[config.mk]
export PLATFORM = sky130hd
export DESIGN_NAME = note_seq_ctrl
export DESIGN_NICKNAME = d
export VERILOG_FILES = /design/src/rtl/note_ctrl_pkg.sv /design/src/rtl/note_fifo.sv /design/src/rtl/note_seq_ctrl.sv
export SDC_FILE = /design/constraint.sdc
export NUM_CORES = 1
export LEC_CHECK = 0
export ABC_AREA = 1
export BUFFER_PORTS_ARGS = -buffer_cell sky130_fd_sc_hd__buf_2
export CAP_MARGIN = 15
export CELL_PAD_IN_SITES_DETAIL_PLACEMENT = 1
export CELL_PAD_IN_SITES_GLOBAL_PLACEMENT = 1
export CORE_MARGIN = 2
export CORE_UTILIZATION = 46
export CTS_CLUSTER_SIZE = 40
export DETAILED_ROUTE_END_ITERATION = 6
export PLACE_DENSITY = 0.82
export SLEW_MARGIN = 20
export SYNTH_ARGS = -nofsm -noshare
export SYNTH_HDL_FRONTEND = slang
export SYNTH_SLANG_ARGS = --single-unit
[constraint.sdc]
create_clock -name clk -period 3.9 [get_ports clk]
set_clock_uncertainty 0.15 [all_clocks]
set_input_delay 0.39 -clock clk [delete_from_list [all_inputs] [get_ports clk]]
set_output_delay 0.39 -clock clk [all_outputs]
set_load 0.1 [all_outputs]
[src/rtl/note_ctrl_pkg.sv]
// Shared constants, state encoding and output bundle for the note sequencer.
// Pure definitions: no logic, no latency, no flow control.
package note_ctrl_pkg;

  localparam logic [5:0]  NOTE_NONE  = 6'd0;
  localparam logic [23:0] COLOR_NEW  = 24'h00FF00;
  localparam logic [23:0] COLOR_HOLD = 24'hFFFFFF;
  localparam logic [23:0] COLOR_OFF  = 24'h000000;

  typedef enum logic [1:0] {
    IDLE = 2'd0,
    SHOW = 2'd1,
    WAIT = 2'd2
  } state_t;

  // Everything the note renderer sees, registered as one word.
  typedef struct packed {
    logic [5:0]  note;
    logic [23:0] color;
    logic        disp_en;
  } disp_t;

  // Counter width wide enough for the larger of the two frame limits.
  function automatic int cnt_width(input int hold_frames, input int idle_frames);
    int m;
    m = (hold_frames > idle_frames) ? hold_frames : idle_frames;
    return (m < 2) ? 1 : $clog2(m);
  endfunction

endpackage

[src/rtl/note_fifo.sv]
// Note event FIFO, registered storage with no fall-through: data pushed this cycle is poppable next cycle.
// push is ignored when full, pop when empty; flush empties it on the next edge and wins over push/pop.
module note_fifo #(
  parameter int DEPTH = 4,
  parameter int WIDTH = 6
) (
  input  logic                     clk,
  input  logic                     reset,
  input  logic                     flush,
  input  logic                     push,
  input  logic [WIDTH-1:0]         push_dat,
  input  logic                     pop,
  output logic [WIDTH-1:0]         pop_dat,
  output logic                     full,
  output logic                     empty,
  output logic [$clog2(DEPTH):0]   level
);

  localparam int AW    = $clog2(DEPTH);
  localparam int LVL_W = AW + 1;

  logic [WIDTH-1:0] mem [DEPTH];
  logic [AW-1:0]    wr_ptr;
  logic [AW-1:0]    rd_ptr;
  logic [LVL_W-1:0] count;
  logic             do_push;
  logic             do_pop;

  assign full    = (count == LVL_W'(DEPTH));
  assign empty   = (count == '0);
  assign level   = count;
  assign pop_dat = mem[rd_ptr];
  assign do_push = push && !full && !flush;
  assign do_pop  = pop && !empty && !flush;

  always_ff @(posedge clk or negedge reset) begin
    if (!reset) begin
      wr_ptr <= '0;
      rd_ptr <= '0;
      count  <= '0;
    end else if (flush) begin
      wr_ptr <= '0;
      rd_ptr <= '0;
      count  <= '0;
    end else begin
      if (do_push) wr_ptr <= wr_ptr + AW'(1);
      if (do_pop)  rd_ptr <= rd_ptr + AW'(1);
      case ({do_push, do_pop})
        2'b10:   count <= count + LVL_W'(1);
        2'b01:   count <= count - LVL_W'(1);
        default: count <= count;
      endcase
    end
  end

  // Storage needs no reset; the pointers define which entries are valid.
  always_ff @(posedge clk) begin
    if (do_push) mem[wr_ptr] <= push_dat;
  end

endmodule

[src/rtl/note_seq_ctrl.sv]
// Frame-paced note display sequencer: each note is shown, held, then blanked; one-cycle latency from frame_start.
// ev_ready = !full && !clear; queued notes wait in the FIFO until the current note's hold time has expired.
module note_seq_ctrl
  import note_ctrl_pkg::*;
#(
  parameter int HOLD_FRAMES = 30,
  parameter int IDLE_FRAMES = 120,
  parameter int DEPTH       = 4
) (
  input  logic                   clk,
  input  logic                   reset,
  input  logic                   frame_start,
  input  logic                   clear,
  input  logic                   ev_valid,
  input  logic [5:0]             ev_note,
  output logic                   ev_ready,
  output logic [5:0]             note,
  output logic [23:0]            color,
  output logic                   disp_en,
  output logic [$clog2(DEPTH):0] level
);

  localparam int              CNT_W     = cnt_width(HOLD_FRAMES, IDLE_FRAMES);
  localparam logic [CNT_W-1:0] HOLD_LAST = CNT_W'(HOLD_FRAMES - 1);
  localparam logic [CNT_W-1:0] IDLE_LAST = CNT_W'(IDLE_FRAMES - 1);

  state_t           state_q, state_d;
  logic [CNT_W-1:0] hold_cnt, hold_d;
  logic [CNT_W-1:0] idle_cnt, idle_d;
  disp_t            disp_q, disp_d;
  logic [5:0]       note_d;

  logic [1:0] rst_sync;
  logic       run;
  logic       frame_tick;
  logic       push;
  logic       pop;
  logic       full;
  logic       empty;
  logic [5:0] fifo_dat;

  // Release from reset is re-timed so the FSM stays put for two edges after deassertion.
  always_ff @(posedge clk or negedge reset) begin
    if (!reset) rst_sync <= 2'b00;
    else        rst_sync <= {rst_sync[0], 1'b1};
  end
  assign run = rst_sync[1];

  assign ev_ready   = !full && !clear;
  assign push       = ev_valid && ev_ready;
  assign frame_tick = frame_start && run && !clear;

  note_fifo #(
    .DEPTH (DEPTH),
    .WIDTH (6)
  ) u_fifo (
    .clk      (clk),
    .reset    (reset),
    .flush    (clear),
    .push     (push),
    .push_dat (ev_note),
    .pop      (pop),
    .pop_dat  (fifo_dat),
    .full     (full),
    .empty    (empty),
    .level    (level)
  );

  always_comb begin
    state_d = state_q;
    hold_d  = hold_cnt;
    idle_d  = idle_cnt;
    note_d  = disp_q.note;
    pop     = 1'b0;

    if (clear) begin
      state_d = IDLE;
      hold_d  = '0;
      idle_d  = '0;
      note_d  = NOTE_NONE;
    end else if (frame_tick) begin
      case (state_q)
        IDLE: begin
          if (!empty) begin
            pop     = 1'b1;
            note_d  = fifo_dat;
            hold_d  = '0;
            state_d = SHOW;
          end
        end
        SHOW: begin
          // A queued note never cuts the minimum hold short.
          if (hold_cnt == HOLD_LAST) begin
            state_d = WAIT;
            idle_d  = '0;
          end else begin
            hold_d = hold_cnt + CNT_W'(1);
          end
        end
        WAIT: begin
          if (!empty) begin
            pop     = 1'b1;
            note_d  = fifo_dat;
            hold_d  = '0;
            state_d = SHOW;
          end else if (idle_cnt == IDLE_LAST) begin
            state_d = IDLE;
            note_d  = NOTE_NONE;
          end else begin
            idle_d = idle_cnt + CNT_W'(1);
          end
        end
        default: begin
          state_d = IDLE;
          note_d  = NOTE_NONE;
        end
      endcase
    end
  end

  // Renderer outputs are decoded from the next state so they land together with it.
  always_comb begin
    disp_d.note = note_d;
    case (state_d)
      SHOW: begin
        disp_d.color   = COLOR_NEW;
        disp_d.disp_en = 1'b1;
      end
      WAIT: begin
        disp_d.color   = COLOR_HOLD;
        disp_d.disp_en = 1'b1;
      end
      default: begin
        disp_d.color   = COLOR_OFF;
        disp_d.disp_en = 1'b0;
      end
    endcase
  end

  always_ff @(posedge clk or negedge reset) begin
    if (!reset) begin
      state_q  <= IDLE;
      hold_cnt <= '0;
      idle_cnt <= '0;
      disp_q   <= '{note: NOTE_NONE, color: COLOR_OFF, disp_en: 1'b0};
    end else begin
      state_q  <= state_d;
      hold_cnt <= hold_d;
      idle_cnt <= idle_d;
      disp_q   <= disp_d;
    end
  end

  assign note    = disp_q.note;
  assign color   = disp_q.color;
  assign disp_en = disp_q.disp_en;

endmodule

==> results_dict.tcl <==
set metrics [dict create \
    fp.dieH_um 86.9 \
    cts-buffers-inserted 9 \
    reg2reg_depth 13 \
    cts_max_level 3 \
    synthDistinctLibCells 36 \
    grt_max_degree 34 \
    netlist.top_cell.by_area "dfrtp_1" \
    clkSlewWorstSetupHoldPaths_ps 70 \
    synth_adder_area_share_pct 3.80 \
    arrival_ps 2370 \
    wl_per_cell_um 15.6 \
    dr_total_vias 2482 \
    synth_top_area_share_pct 26.1 \
    coreArea_um2 6720 \
    fin_crit_ps 2280 \
    startpoint "u_fifo.level[1]$_DFFE_PN0P_" \
    synth_edf_count 24 \
    synth_top_family_by_area "simple AND/OR/NAND/NOR gates" \
    r2r-end "u_fifo.level[2]$_DFFE_PN0P_" \
    final_common_cell "nand2_1" \
    drv_cap 0 \
    dieWidth_um 86.9 \
    dp_hpwl_um 5290 \
    pin_count 46 \
    ff_latch_area_um2 1550 \
    critical-path-top-delay-family "simple AND/OR/NAND/NOR gates" \
    clk_path_buf_depth 2 \
    synth_xor_area_share_pct 0.554 \
    cts.sinks 57 \
    syn-instance-count 369 \
    relSlewSlack_pct 45.4 \
    yosysSeqAreaShare_pct 49.0 \
    grt_overflow_total 0 \
    status "completed" \
    io_buffers 45 \
    power.density_nw_per_um2 466 \
    diodes 0 \
    grt_pass1_vias 2633 \
    ys_ff_latch 57 \
    rrSetupSlack_ps 1620 \
    synthMuxAreaShare_pct 0 \
    critPathCapture "u_fifo.level[2]$_DFFE_PN0P_" \
    critPathMaxFanout 7 \
    multiInputGateArea_um2 1270 \
    totalPowerFinal_uw 1620 \
    cts_tree "built" \
    slowest_delay_ps 430 \
    first_pass_iters 4 \
    timing.fmax_mhz 439 \
    holdWs_ps 107 \
    filler_cell_count 835 \
    drv_slew 0 \
    antenna_left 0 \
    synth_area_um2 3160 \
    cp.depth 13 \
    finish.utilization_pct 51.9 \
    track_usage_pct 22.2 \
    final_cell_mix "nand2_1, buf_2, nand3_1, dfrtp_1, nor2_1" \
    stdcell_count 481 \
    crit_type "reg2reg" \
    critPathRequiredTime_ps 4000 \
    cts_setup_buffers 0 \
    tns_ps 0 \
    syn_to_final_growth_pct 10.3 \
    wl_um 7510 \
    rsz0062_at_grt "false" \
    cp_cell_sequence "nor2_1 -> nand2_2 -> nand2_2 -> nor2_4 -> nand2_2 -> inv_1 -> fa_1 -> xor2_1 -> nand3_1 -> nand2_1 -> inv_1 -> nand2_1 -> nand2_1" \
    clockRootBuffer "clkbuf_8" \
    place.gp.congestion 0.821 \
    yosys_warnings 0 \
    clock_latency_ps 350 \
    drive_gt1_share_pct 23.4 \
    leakage_uw 0.00175 \
    vias_per_cell 5.16 \
    drc 0 \
    synth_compound_area_share_pct 4.08 \
    finalHoldViolations 0 \
    final_nets 416 \
    async_flop_share_pct 57.9 \
    initial_core_util_pct 47.0 \
    period_share_pct 58.4 \
    r2r-start "u_fifo.level[1]$_DFFE_PN0P_" \
    tightest_slew_ps 819 \
    grt_pass1_wl_um 12600 \
    cp-end-kind "flip-flop" \
    syn_nets 389 \
    synth-simple-area-share_pct 31.6 \
    critPathBufInv 2 \
    dp_cells 464 \
    irDropWorstVdd_mv 0.236 \
    avgSynthCellArea_um2 8.56 \
    dieArea_um2 7550 \
    hold_class "in2reg" \
    drt_first_iter_violations 94 \
    num_rows 30 \
    synth_area_leaders "dfrtp_1, edfxtp_1, nand2_1" \
    critPathSlowestCell "dfrtp_1" \
    setup_violations 0 \
    start_kind "flip-flop" \
    synthFlopType "dfrtp_1" \
    antenna_found_initial 0 \
]
## metal layers
metal	share of wire, %	GRT usage [%]	routed length (um)	vias up
met5	0	0	0	-
met4	2.4	10.4	180	0
met3	2.7	4.27	204	16
met2	49	36.7	3700	37
met1	46	27.9	3430	1215
li1	-	-	-	1214
## synth_stat cells, types with 5 or more instances
library cell	n
ha_1	8
edfxtp_1	24
nand3_1	36
o21ai_0	5
nand2_1	118
nor2_1	31
dfrtp_1	33
buf_4	25
o21ai_1	5
nand2_2	8
inv_1	30
## registers in the layout, summed over array words and instances (netlist names), 3 cells and up
signal,flops
note,6
u_fifo.mem,24
hold_cnt,7
u_fifo.level,3
idle_cnt,7
## how the worst min path moves through the flow
| stage | from | endpoint | slack, ps | cells after the start |
|---|---|---|---|---|
| final | ev_note[3] | u_fifo.mem[1][3]$_DFFE_PP_ | 110 | 1 |
| after global routing | ev_note[3] | u_fifo.mem[1][3]$_DFFE_PP_ | 100 | 1 |
| after CTS | ev_note[3] | u_fifo.mem[0][3]$_DFFE_PP_ | 100 | 1 |
| after detailed placement | rst_sync[0]$_DFF_PN0_ | rst_sync[1]$_DFF_PN0_ | 200 | 0 |
| after global placement | rst_sync[0]$_DFF_PN0_ | rst_sync[1]$_DFF_PN0_ | 190 | 0 |
| after floorplan | reset | color[15]$_DFF_PN0_ | -60 | 0 |
## per-stage QoR
step	setup slack, ps	cell area (um2)
2_1_floorplan	1180	3160
3_3_place_gp	1480	3270
3_5_place_dp	1360	3270
4_1_cts	1600	3480
5_1_grt	1430	3480
6_report	1620	3480
## layout make-up
class	instances	area share [%]
timing repair buffer	46	6.75
inverter	35	3.84
clock inverter	7	2.23
clock buffer	9	3.55
tap	80	2.87
multi-input combinational	247	36.4
sequential	57	44.4
## what timing repair did
item	CTS	global route
hold buffers	1	0
gates resized for setup	0	0
endpoints found under the hold margin	12	0
## where the power goes
part | internal [uW] | switching, uW
combinational | 64.9 | 305
sequential | 656 | 25.4
clock | 300 | 273
total | 1020 | 604
## kinds of logic after synthesis
| logic type | count (synthesis) |
|---|---|
| AO/OA/AOI/OAI | 20 |
| AND/OR/NAND/NOR | 215 |
| flip-flops | 57 |
| other | 1 |
| XOR/XNOR | 2 |
| buffers and inverters | 65 |
| adder cells (fa/ha/maj) | 9 |
No activity file was read; power rests on OpenSTA's default activity.
